## src/rtl/spi_rx_capture.sv

```systemverilog
// SPI receive front end: synchronises sck/cs/mosi, deserialises MSB-first frames,
// checks the bit count and queues good words in a small FIFO with a valid/ready pop port.
module spi_rx_capture #(
   parameter int WIDTH       = 32,
   parameter int DEPTH       = 4,
   parameter int SYNC_STAGES = 2
) (
   input  logic                     clk,
   input  logic                     rst_n,
   input  logic                     sck,
   input  logic                     cs,
   input  logic                     mosi,
   output logic [WIDTH-1:0]         word_data,
   output logic                     word_valid,
   input  logic                     word_ready,
   output logic [$clog2(DEPTH):0]   level,
   output logic                     frame_err,
   output logic                     overflow,
   input  logic                     overflow_clr
);

   localparam int AW = $clog2(DEPTH);
   localparam int CW = $clog2(WIDTH) + 1;

   typedef enum logic [1:0] {IDLE, SHIFT, DRAIN} state_t;

   logic [SYNC_STAGES-1:0] sck_sync, cs_sync, mosi_sync, fill;
   logic                   sck_prev, cs_prev, armed;
   logic                   sck_s, cs_s, mosi_s;
   logic                   sck_rise, cs_rise, cs_fall;

   state_t                 state, state_nx;
   logic [CW-1:0]          bit_cnt, bit_cnt_nx;
   logic [WIDTH-1:0]       sr, sr_nx;
   logic                   push_pend, err_pend, push_nx, err_nx;

   logic [WIDTH-1:0]       mem [DEPTH];
   logic [AW:0]            wr_ptr, rd_ptr;
   logic                   full, pop, wr_en, drop;

   always_ff @(posedge clk or negedge rst_n) begin
      if (!rst_n) begin
         sck_sync  <= '0;
         cs_sync   <= '1;
         mosi_sync <= '0;
         fill      <= '0;
         sck_prev  <= 1'b0;
         cs_prev   <= 1'b1;
         armed     <= 1'b0;
      end else begin
         sck_sync  <= {sck_sync[SYNC_STAGES-2:0], sck};
         cs_sync   <= {cs_sync[SYNC_STAGES-2:0], cs};
         mosi_sync <= {mosi_sync[SYNC_STAGES-2:0], mosi};
         fill      <= {fill[SYNC_STAGES-2:0], 1'b1};
         sck_prev  <= sck_s;
         cs_prev   <= cs_s;
         // only arm once the chain holds real pin samples showing cs high
         armed     <= armed | (fill[SYNC_STAGES-1] & cs_s);
      end
   end

   assign sck_s    = sck_sync[SYNC_STAGES-1];
   assign cs_s     = cs_sync[SYNC_STAGES-1];
   assign mosi_s   = mosi_sync[SYNC_STAGES-1];
   assign sck_rise = ~sck_prev & sck_s;
   assign cs_rise  = ~cs_prev & cs_s;
   assign cs_fall  = cs_prev & ~cs_s;

   always_ff @(posedge clk or negedge rst_n) begin
      if (!rst_n) begin
         state     <= IDLE;
         bit_cnt   <= '0;
         sr        <= '0;
         push_pend <= 1'b0;
         err_pend  <= 1'b0;
      end else begin
         state     <= state_nx;
         bit_cnt   <= bit_cnt_nx;
         sr        <= sr_nx;
         push_pend <= push_nx;
         err_pend  <= err_nx;
      end
   end

   always_comb begin
      state_nx   = state;
      bit_cnt_nx = bit_cnt;
      sr_nx      = sr;
      push_nx    = 1'b0;
      err_nx     = 1'b0;
      case (state)
         IDLE: begin
            if (cs_fall && armed) begin
               state_nx   = SHIFT;
               bit_cnt_nx = '0;
               sr_nx      = '0;
            end
         end
         SHIFT: begin
            if (cs_rise) begin
               if (bit_cnt == CW'(WIDTH)) push_nx = 1'b1;
               else                       err_nx  = 1'b1;
               state_nx = IDLE;
            end else if (sck_rise) begin
               if (bit_cnt == CW'(WIDTH)) begin
                  state_nx = DRAIN;
               end else begin
                  sr_nx      = {sr[WIDTH-2:0], mosi_s};
                  bit_cnt_nx = bit_cnt + CW'(1);
               end
            end
         end
         DRAIN: begin
            if (cs_rise) begin
               err_nx   = 1'b1;
               state_nx = IDLE;
            end
         end
         default: state_nx = IDLE;
      endcase
   end

   assign level      = wr_ptr - rd_ptr;
   assign word_valid = (level != '0);
   assign full       = (level == (AW+1)'(DEPTH));
   assign pop        = word_valid & word_ready;
   // a pop in the same cycle frees the slot the push needs
   assign wr_en      = push_pend & (~full | pop);
   assign drop       = push_pend & full & ~pop;
   assign word_data  = word_valid ? mem[rd_ptr[AW-1:0]] : '0;

   always_ff @(posedge clk) begin
      if (wr_en) mem[wr_ptr[AW-1:0]] <= sr;
   end

   always_ff @(posedge clk or negedge rst_n) begin
      if (!rst_n) begin
         wr_ptr    <= '0;
         rd_ptr    <= '0;
         frame_err <= 1'b0;
         overflow  <= 1'b0;
      end else begin
         if (wr_en) wr_ptr <= wr_ptr + (AW+1)'(1);
         if (pop)   rd_ptr <= rd_ptr + (AW+1)'(1);
         frame_err <= err_pend;
         overflow  <= drop | (overflow & ~overflow_clr);
      end
   end

endmodule

```

## config.mk

```make
export PLATFORM = sky130hd
export DESIGN_NAME = spi_rx_capture
export DESIGN_NICKNAME = d
export VERILOG_FILES = /design/src/rtl/spi_rx_capture.sv
export SDC_FILE = /design/constraint.sdc
export NUM_CORES = 1
export LEC_CHECK = 0
export ABC_AREA = 1
export CORE_MARGIN = 1
export CORE_UTILIZATION = 30
export DETAILED_ROUTE_END_ITERATION = 10
export SYNTH_ARGS = -nofsm -noshare
export SYNTH_HDL_FRONTEND = slang
export SYNTH_SLANG_ARGS = --single-unit
```

## constraint.sdc

```tcl
create_clock -name clk -period 3.65 [get_ports clk]
set_clock_uncertainty 0.05 [all_clocks]
set_input_delay 0.73 -clock clk [delete_from_list [all_inputs] [get_ports clk]]
set_output_delay 0.73 -clock clk [all_outputs]
set_load 0.02 [all_outputs]
```

==> out/metrics.yaml, run 1 <==
status: "finished, violations left"
violations: "design-rule violations"
setup_violations: 0
critPathRequiredTime_ns: 2.87
ys.warnings.count: 0
slowest_delay_ns: 0.54
crit_type: "flip-flop to output port"
met2WireLength_mm: 7.80
holdWs_ns: 0.219
cts_tree: "built"
synth.distinct_cells: 30
worst_hold_path_type: "primary input to asynchronous set/reset pin"
met1Wirelength_mm: 7.53
core_um2: 26200
fin_cells: 1152
rows: 59
wl_mm: 16.2
slowest_stage: "fa_2"
max_cap_violations: 0
cts_inserted_buffers: 17
postCtsSetupBuffers: 0
fp.dieW_um: 166
wl_per_cell_um: 14.1
post-route-period-util: 0.947
worstPathArrival_ns: 2.68
grt_pass1_vias: 5026
drtIter0Drc: 333
power_density_nw_per_um2: 507
grt.overflow.total: 0
drive_gt1_frac: 0.0845
io_pins: 45
worst_pin_slew_ns: 0.572
seq_area_frac_synth: 0.668
critPathCaptureType: "output port"
ys_seq_elements: 189
ant_nets: 0
p_leak_nw: 4.66
relSlewSlack: 0.617
cp_top_family: "buffers and inverters"
die_h_um: 166
fin_nets: 823
r2r_cells: 9
viasPerCell: 4.49
start_kind: "flip-flop"
via_count: 5170
dr.pass1.iters: 10
cts.sinks: 189
cp.buffers_inverters: 5
highest_layer: "met4"
dieArea_um2: 27500
most-common-layout-cells: "183 x nand2_1, 128 x edfxtp_1, 103 x nor2_1, 88 x o21ai_0, 60 x inv_1"
clk-insertion-delay-late_ns: 0.43
grt_pass1_wl_mm: 26.4
grt_max_degree: 67
syn_nets: 784
clock_path_buffers: 2
synthCells: 765
clockRootBuffer: "clkbuf_16"
clk_pin_slew_ns: 0.07
syn_area_um2: 8040
io_buffers: 44
finalHoldViolCount: 0
diodes: 0
period_needed_ns: 3.46
worstPathMaxFanout: 18
grt.total_usage: 0.123
irDropWorstVdd_mv: 0.396
fin_tns_setup_ns: 0
path_cells: "inv_1 > ha_1 > fa_2 > nand2_1 > inv_1 > nand3_2 > clkbuf_16 > nand2_1 > inv_1 > dlygate4sd2_1"
initial_core_util: 0.307
drv_slew: 0
drc: 2
path_common_cell: "inv_1"
final_common_cell: "nand2_1"
place.gp.congestion: 0.746
area_growth_pct: 19.1
fmax_mhz: 289
htree_levels: 4
dp_hpwl_mm: 9.00
antenna_found_initial: 0
dpl.cell_count: 1119
crit_cells: 10
wl_met3_um: 599
avgSynthCellArea_um2: 10.5
grt_setup_unrepaired: "false"
path summary, 6_finish.rpt:
kind,from,end,slack (ns)
min,rst_n,bit_cnt[3]$_DFFE_PN0P_,0.22
min in group clk,mosi_sync[0]$_DFF_PN0_,mosi_sync[1]$_DFF_PN0_,0.30
max reg2reg,wr_ptr[0]$_DFFE_PN0P_,mem[3][0]$_DFFE_PP_,0.92
max,wr_ptr[0]$_DFFE_PN0P_,word_data[5],0.19
max in group asynchronous,rst_n,sr[17]$_DFFE_PN0P_,2.57
min reg2reg,mosi_sync[0]$_DFF_PN0_,mosi_sync[1]$_DFF_PN0_,0.30
registers in the layout, indices dropped and copies added, names as in the netlist:
name / cells
push_pend: 1
bit_cnt: 6
mosi_sync: 2
cs_prev: 1
armed: 1
wr_ptr: 3
state: 2
fill: 2
sck_sync: 2
overflow: 1
cs_sync: 2
rd_ptr: 3
sr: 32
sck_prev: 1
err_pend: 1
frame_err: 1
mem: 128
metrics by stage:
stage	setup WS [ns]	utilization	power [mW]	area (um^2)
floorplan	0.235	-	2.84	8040
global route	0.0344	0.366	5.04	9580
detailed placement	0.395	0.338	2.99	8860
CTS	0.0218	0.362	4.90	9480
global placement	0.409	0.338	2.99	8860
finish	0.193	0.366	4.85	9580
Yosys cell counts, drive strengths merged:
| cell | n | area share |
|---|---|---|
| edfxtp | 128 | 0.48 |
| dfstp | 3 | 0.0098 |
| nor3 | 2 | 0.0012 |
| dfrtp | 58 | 0.18 |
| nor3b | 1 | 0.00093 |
| fa | 1 | 0.0025 |
| inv | 63 | 0.029 |
| nand3b | 33 | 0.031 |
| a21oi | 3 | 0.0019 |
| nor2 | 109 | 0.052 |
| o21ai | 100 | 0.062 |
| clkbuf | 17 | 0.0079 |
| buf | 24 | 0.017 |
| xnor2 | 2 | 0.0022 |
| nand2 | 186 | 0.088 |
| xor2 | 4 | 0.0044 |
| nand3 | 17 | 0.012 |
| a21o | 1 | 0.00093 |
| nand4 | 1 | 0.00078 |
| ha | 11 | 0.017 |
| conb | 1 | 0.00047 |
what timing repair did:
item                       in CTS  in global routing
pin swaps                       0                  0
gates resized for setup         5                 31
setup endpoints to repair       5                 29
hold buffers                    0                  0
cloned                          0                  1
hold endpoints to repair        0                  0
logic make-up after synthesis:
logic type / synth area share
fa+ha+maj: 0.0196
buf+inv: 0.0546
other cells: 0.000466
xor+xnor: 0.00653
compound gates: 0.0650
simple gates: 0.185
flops: 0.668
worst register-to-register path: cells and delay by family, from the launching register on:
family	cells	cell delay, ns
adders and majority gates	2	0.64
DFF	1	0.41
and+or+nand+nor	5	0.67
buffers and inverters	2	0.59
where the power goes:
group | leakage (nW) | internal [mW] | switching [mW]
clock network | 0.297 | 1.05 | 0.861
registers | 2.09 | 2.32 | 0.0401
logic | 2.27 | 0.123 | 0.459
metal layers:
layer,vias up,track usage
li1,2593,-
met1,2450,0.154
met2,106,0.212
met3,21,0.0210
met4,0,0.0459
met5,-,0
area by class of cell:
| cell class | instances | area (um^2) |
|---|---|---|
| well taps | 335 | 419 |
| flip-flops and latches | 189 | 5380 |
| clock inverters | 15 | 191 |
| multi-input cells | 472 | 2240 |
| clock buffers | 17 | 425 |
| fillers | 2557 | 16600 |
| repair buffers | 61 | 689 |
| inverters | 63 | 236 |
Note: power is estimated with default switching activity, not from simulation.
==> run 2, diff against run 1 <==
--- a/config.mk
+++ b/config.mk
@@ -7,8 +7,10 @@
 export LEC_CHECK = 0
 export ABC_AREA = 1
 export CORE_MARGIN = 1
-export CORE_UTILIZATION = 30
+export CORE_UTILIZATION = 54
+export CTS_CLUSTER_DIAMETER = 100
 export DETAILED_ROUTE_END_ITERATION = 10
+export PLACE_DENSITY = 0.76
 export SYNTH_ARGS = -nofsm -noshare
 export SYNTH_HDL_FRONTEND = slang
 export SYNTH_SLANG_ARGS = --single-unit
==> run 2 against run 1 <==
Compared with the run above:
- the flow now finishes without violations
- worst setup slack worse by 0.040 ns
- register-to-register slack worse by 0.11 ns
- sequential power hardly changed
- non-clock buffer count fell by 4
- global-route usage increased by 9.3 points
- count of clock-buffer cells in the layout increased by 4
==> out/metrics.yaml, run 2 (synthesis results as in run 1) <==
holdWs_ns: 0.301
start_kind: "flip-flop"
fin_cells: 997
drtIter0Drc: 471
fp.dieW_um: 124
grt_pass1_vias: 5255
nFillCells: 1131
grt.total_usage: 0.216
dr.pass1.iters: 5
most-common-layout-cells: "183 x nand2_1, 128 x edfxtp_1, 103 x nor2_1, 89 x o21ai_0, 61 x inv_1"
status: "finished, final reports clean"
total_power_mw: 4.63
dp_hpwl_mm: 8.36
power_density_nw_per_um2: 500
worst_pin_slew_ns: 0.850
io_buffers: 44
drive_gt1_frac: 0.0750
diodes: 0
rows: 44
dpl.cell_count: 965
max_cap_violations: 0
drc: 0
fmax_mhz: 286
wl_mm: 15.5
period_needed_ns: 3.50
r2r_cells: 9
ant_nets: 0
postCtsSetupBuffers: 0
relSlewSlack: 0.433
irDropWorstVdd_mv: 0.357
io_pins: 45
grt_setup_unrepaired: "false"
viasPerCell: 5.32
core_um2: 14500
fin_ws_ns: 0.153
largest_reg_flops: 128
critPathRequiredTime_ns: 2.87
clk_pin_slew_ns: 0.06
whs_path_depth: 0
dieArea_um2: 15400
initial_core_util: 0.553
area_growth_pct: 15.2
clk-insertion-delay-late_ns: 0.43
clockRootBuffer: "clkbuf_16"
cts_inserted_buffers: 17
final_common_cell: "nand2_1"
htree_levels: 4
antenna_found_initial: 0
clock_path_buffers: 2
pre_cts_ws_ns: 0.434
ctsHoldBuffers: 0
worst_hold_path_type: "flip-flop to flip-flop"
setup_violations: 0
wl_per_cell_um: 15.6
via_count: 5306
finalHoldViolCount: 0
cts.sinks: 189
cts_tree: "built"
worstPathArrival_ns: 2.72
post-route-period-util: 0.958
grt_pass1_wl_mm: 24.8
p_leak_nw: 4.60
critPathCaptureType: "output port"
grt_max_degree: 68
fin_tns_setup_ns: 0
grt.overflow.total: 0
die_h_um: 124
crit_type: "flip-flop to output port"
worstPathMaxFanout: 37
fin_nets: 819
drv_slew: 0
place.gp.congestion: 0.725
## run 2: per-stage QoR
stage                      util  instance area [um^2]
after global placement    0.594                  8640
final                     0.638                  9270
after global routing      0.638                  9270
after detailed placement  0.594                  8640
after CTS                 0.632                  9190
after floorplan               -                  8040
## run 2: routing by layer
metal  vias up  wire length (um)  GRT usage
li1       2582                 -          -
met1      2571              6510      0.265
met2       129              8020      0.383
met3        24               722     0.0375
met4         0               283     0.0774
met5         -                 0          0
## run 2: what timing repair did
| action | 4_1_cts | 5_1_grt |
|---|---|---|
| hold endpoints to repair | 0 | 0 |
| gates resized for setup | 3 | 30 |
| endpoints found under the setup margin | 3 | 29 |
## run 2: final cells by class
class / count / area [um^2] / area share
Clock inverter: 11 / 93.8 / 0.0101
Inverter: 63 / 236 / 0.0255
Multi-Input combinational cell: 472 / 2240 / 0.242
Clock buffer: 21 / 460 / 0.0497
Sequential cell: 189 / 5380 / 0.580
Tap cell: 184 / 230 / 0.0248
Timing Repair Buffer: 57 / 631 / 0.0681
## run 2: worst paths after layout
path,from,slack (ns),end
setup / recovery,wr_ptr[0]$_DFFE_PN0P_,0.15,word_valid
setup reg to reg,wr_ptr[0]$_DFFE_PN0P_,0.81,mem[0][11]$_DFFE_PP_
min in group asynchronous,rst_n,0.36,sr[9]$_DFFE_PN0P_
hold / removal,sck_sync[0]$_DFF_PN0_,0.30,sck_sync[1]$_DFF_PN0_
hold reg to reg,sck_sync[0]$_DFF_PN0_,0.30,sck_sync[1]$_DFF_PN0_
max in group asynchronous,rst_n,2.38,cs_sync[1]$_DFF_PN1_
## run 2: power by group
part / internal, mW / total [mW] / leakage, nW / switching, mW
sequential: 2.32 / 2.36 / 2.09 / 0.0405
clock: 0.970 / 1.72 / 0.266 / 0.753
combinational: 0.108 / 0.544 / 2.24 / 0.437
total: 3.40 / 4.63 / 4.60 / 1.23
## run 2: worst max-delay path: stages, from the launching register on
cell and delay, ns:
dfrtp_1 0.39, inv_1 0.11, ha_1 0.22, fa_1 0.45, inv_1 0.10, nand2_1 0.08, nand3_2 0.09, buf_12 0.21
clkdlybuf4s50_1 0.63
==> run 3, diff against run 2 <==
--- a/config.mk
+++ b/config.mk
@@ -7,10 +7,11 @@
 export LEC_CHECK = 0
 export ABC_AREA = 1
 export CORE_MARGIN = 1
-export CORE_UTILIZATION = 54
+export CORE_UTILIZATION = 57
 export CTS_CLUSTER_DIAMETER = 100
 export DETAILED_ROUTE_END_ITERATION = 10
-export PLACE_DENSITY = 0.76
+export DONT_BUFFER_PORTS = 1
+export PLACE_DENSITY = 0.75
 export SYNTH_ARGS = -nofsm -noshare
 export SYNTH_HDL_FRONTEND = slang
 export SYNTH_SLANG_ARGS = --single-unit
==> run 3 against run 2 <==
Compared with the run above:
- maximum frequency increased by 3.6%
- utilization is 0.50 points lower
- sequential share of layout area increased by 3.5 points
- critical path depth unchanged
- final cell count shrank 5.0%
- routed wire length decreased by 7.1%
- design area down 5.6%
- hold slack got worse by 0.21 ns
- combinational power fell by 2%
- flip-flop and latch count is the same
- clock power about the same
- die area down 5.2%
==> out/metrics.yaml, run 3 (synthesis results as in run 1) <==
drive_gt1_frac: 0.0730
fp.dieW_um: 121
antenna_found_initial: 0
nFillCells: 1027
worst_pin_slew_ns: 0.752
slowest_delay_ns: 0.51
setup_violations: 0
cts_inserted_buffers: 17
io_pins: 45
diodes: 0
most-common-layout-cells: "183 x nand2_1, 128 x edfxtp_1, 103 x nor2_1, 89 x o21ai_0, 61 x inv_1"
multiInputGateArea_um2: 2250
fin_tns_setup_ns: 0
critPathCaptureType: "output port"
core_um2: 13800
period_needed_ns: 3.38
largest_reg_flops: 128
cts.sinks: 189
grt_max_degree: 68
worstPathMaxFanout: 37
initial_core_util: 0.582
cts_tree: "built"
fmax_mhz: 296
io_buffers: 0
regArea_um2: 5380
relSlewSlack: 0.497
dieArea_um2: 14600
total_power_mw: 4.63
start_kind: "flip-flop"
wl_mm: 14.4
cp.buffers_inverters: 3
critPathRequiredTime_ns: 2.87
htree_levels: 4
postCtsSetupBuffers: 0
grt.total_usage: 0.218
grt_pass1_vias: 5039
wl_per_cell_um: 15.2
clk-insertion-delay-late_ns: 0.42
cp_top_family: "adder cells"
clock_path_buffers: 2
grt.overflow.total: 0
slowest_stage: "fa_1"
drv_slew: 0
via_count: 5135
path_cells: "inv_1 > ha_1 > fa_1 > nand2_1 > inv_1 > nand3_4 > nand2_1 > inv_1"
fin_cells: 947
worst_hold_path_type: "primary input to asynchronous set/reset pin"
p_leak_nw: 3.88
crit_type: "flip-flop to output port"
status: "finished, final reports clean"
area_growth_pct: 8.76
holdWs_ns: 0.0958
power_density_nw_per_um2: 529
finalHoldViolCount: 0
drtIter0Drc: 468
path_common_cell: "inv_1"
fin_nets: 773
rows: 43
dpl.cell_count: 914
pre_cts_ws_ns: 0.368
drc: 0
final_common_cell: "nand2_1"
ant_nets: 0
grt_setup_unrepaired: "false"
viasPerCell: 5.42
dr.pass1.iters: 5
clk_pin_slew_ns: 0.06
max_cap_violations: 0
grt_pass1_wl_mm: 24.0
clockRootBuffer: "clkbuf_16"
fin_ws_ns: 0.273
worstPathArrival_ns: 2.60
die_h_um: 121
post-route-period-util: 0.925
place.gp.congestion: 0.788
dp_hpwl_mm: 8.08
irDropWorstVdd_mv: 0.388
run 3: what timing repair did:
action | in CTS | in global routing
setup endpoints to repair | 31 | 0
endpoints found under the hold margin | 58 | 0
hold buffers | 1 | 0
gates resized for setup | 1 | 0
run 3: area by class of cell:
| type | count | share of cell area |
|---|---|---|
| sequential | 189 | 0.615 |
| inverter | 63 | 0.0270 |
| timing repair buffer | 11 | 0.0117 |
| clock inverter | 12 | 0.0140 |
| tap | 180 | 0.0258 |
| clock buffer | 20 | 0.0499 |
| multi-input combinational | 472 | 0.257 |
run 3: metal layers:
layer | global-route usage | up-vias | part of all wire
met4 | 0.0895 | 0 | 0.016
met5 | 0 | - | 0
met3 | 0.0392 | 17 | 0.043
li1 | - | 2485 | -
met1 | 0.266 | 2510 | 0.43
met2 | 0.382 | 123 | 0.51
run 3: final timing paths:
kind                                     endpoint  slack, ns  cells past startpoint                   start
min reg2reg                mosi_sync[1]$_DFF_PN0_       0.30                      0  mosi_sync[0]$_DFF_PN0_
min in group clk             cs_sync[0]$_DFF_PN1_       0.25                      0                      cs
min                             cs_prev$_DFF_PN1_        0.1                      0                   rst_n
max                                 word_data[11]       0.27                      8   wr_ptr[0]$_DFFE_PN0P_
max reg2reg                  mem[3][26]$_DFFE_PP_       0.79                      9   wr_ptr[0]$_DFFE_PN0P_
max in group asynchronous   rd_ptr[1]$_DFFE_PN0P_       3.13                      1                   rst_n
run 3: where the power goes:
| part | internal [mW] | switching, mW |
|---|---|---|
| logic | 0.103 | 0.430 |
| registers | 2.32 | 0.0424 |
| clock network | 1.00 | 0.725 |
| total | 3.43 | 1.20 |
run 3: through the flow:
step | cell area (um^2) | util
4_1_cts | 8750 | 0.633
6_report | 8750 | 0.633
3_5_place_dp | 8150 | 0.590
3_3_place_gp | 8150 | 0.590
2_1_floorplan | 8040 | -
5_1_grt | 8750 | 0.633
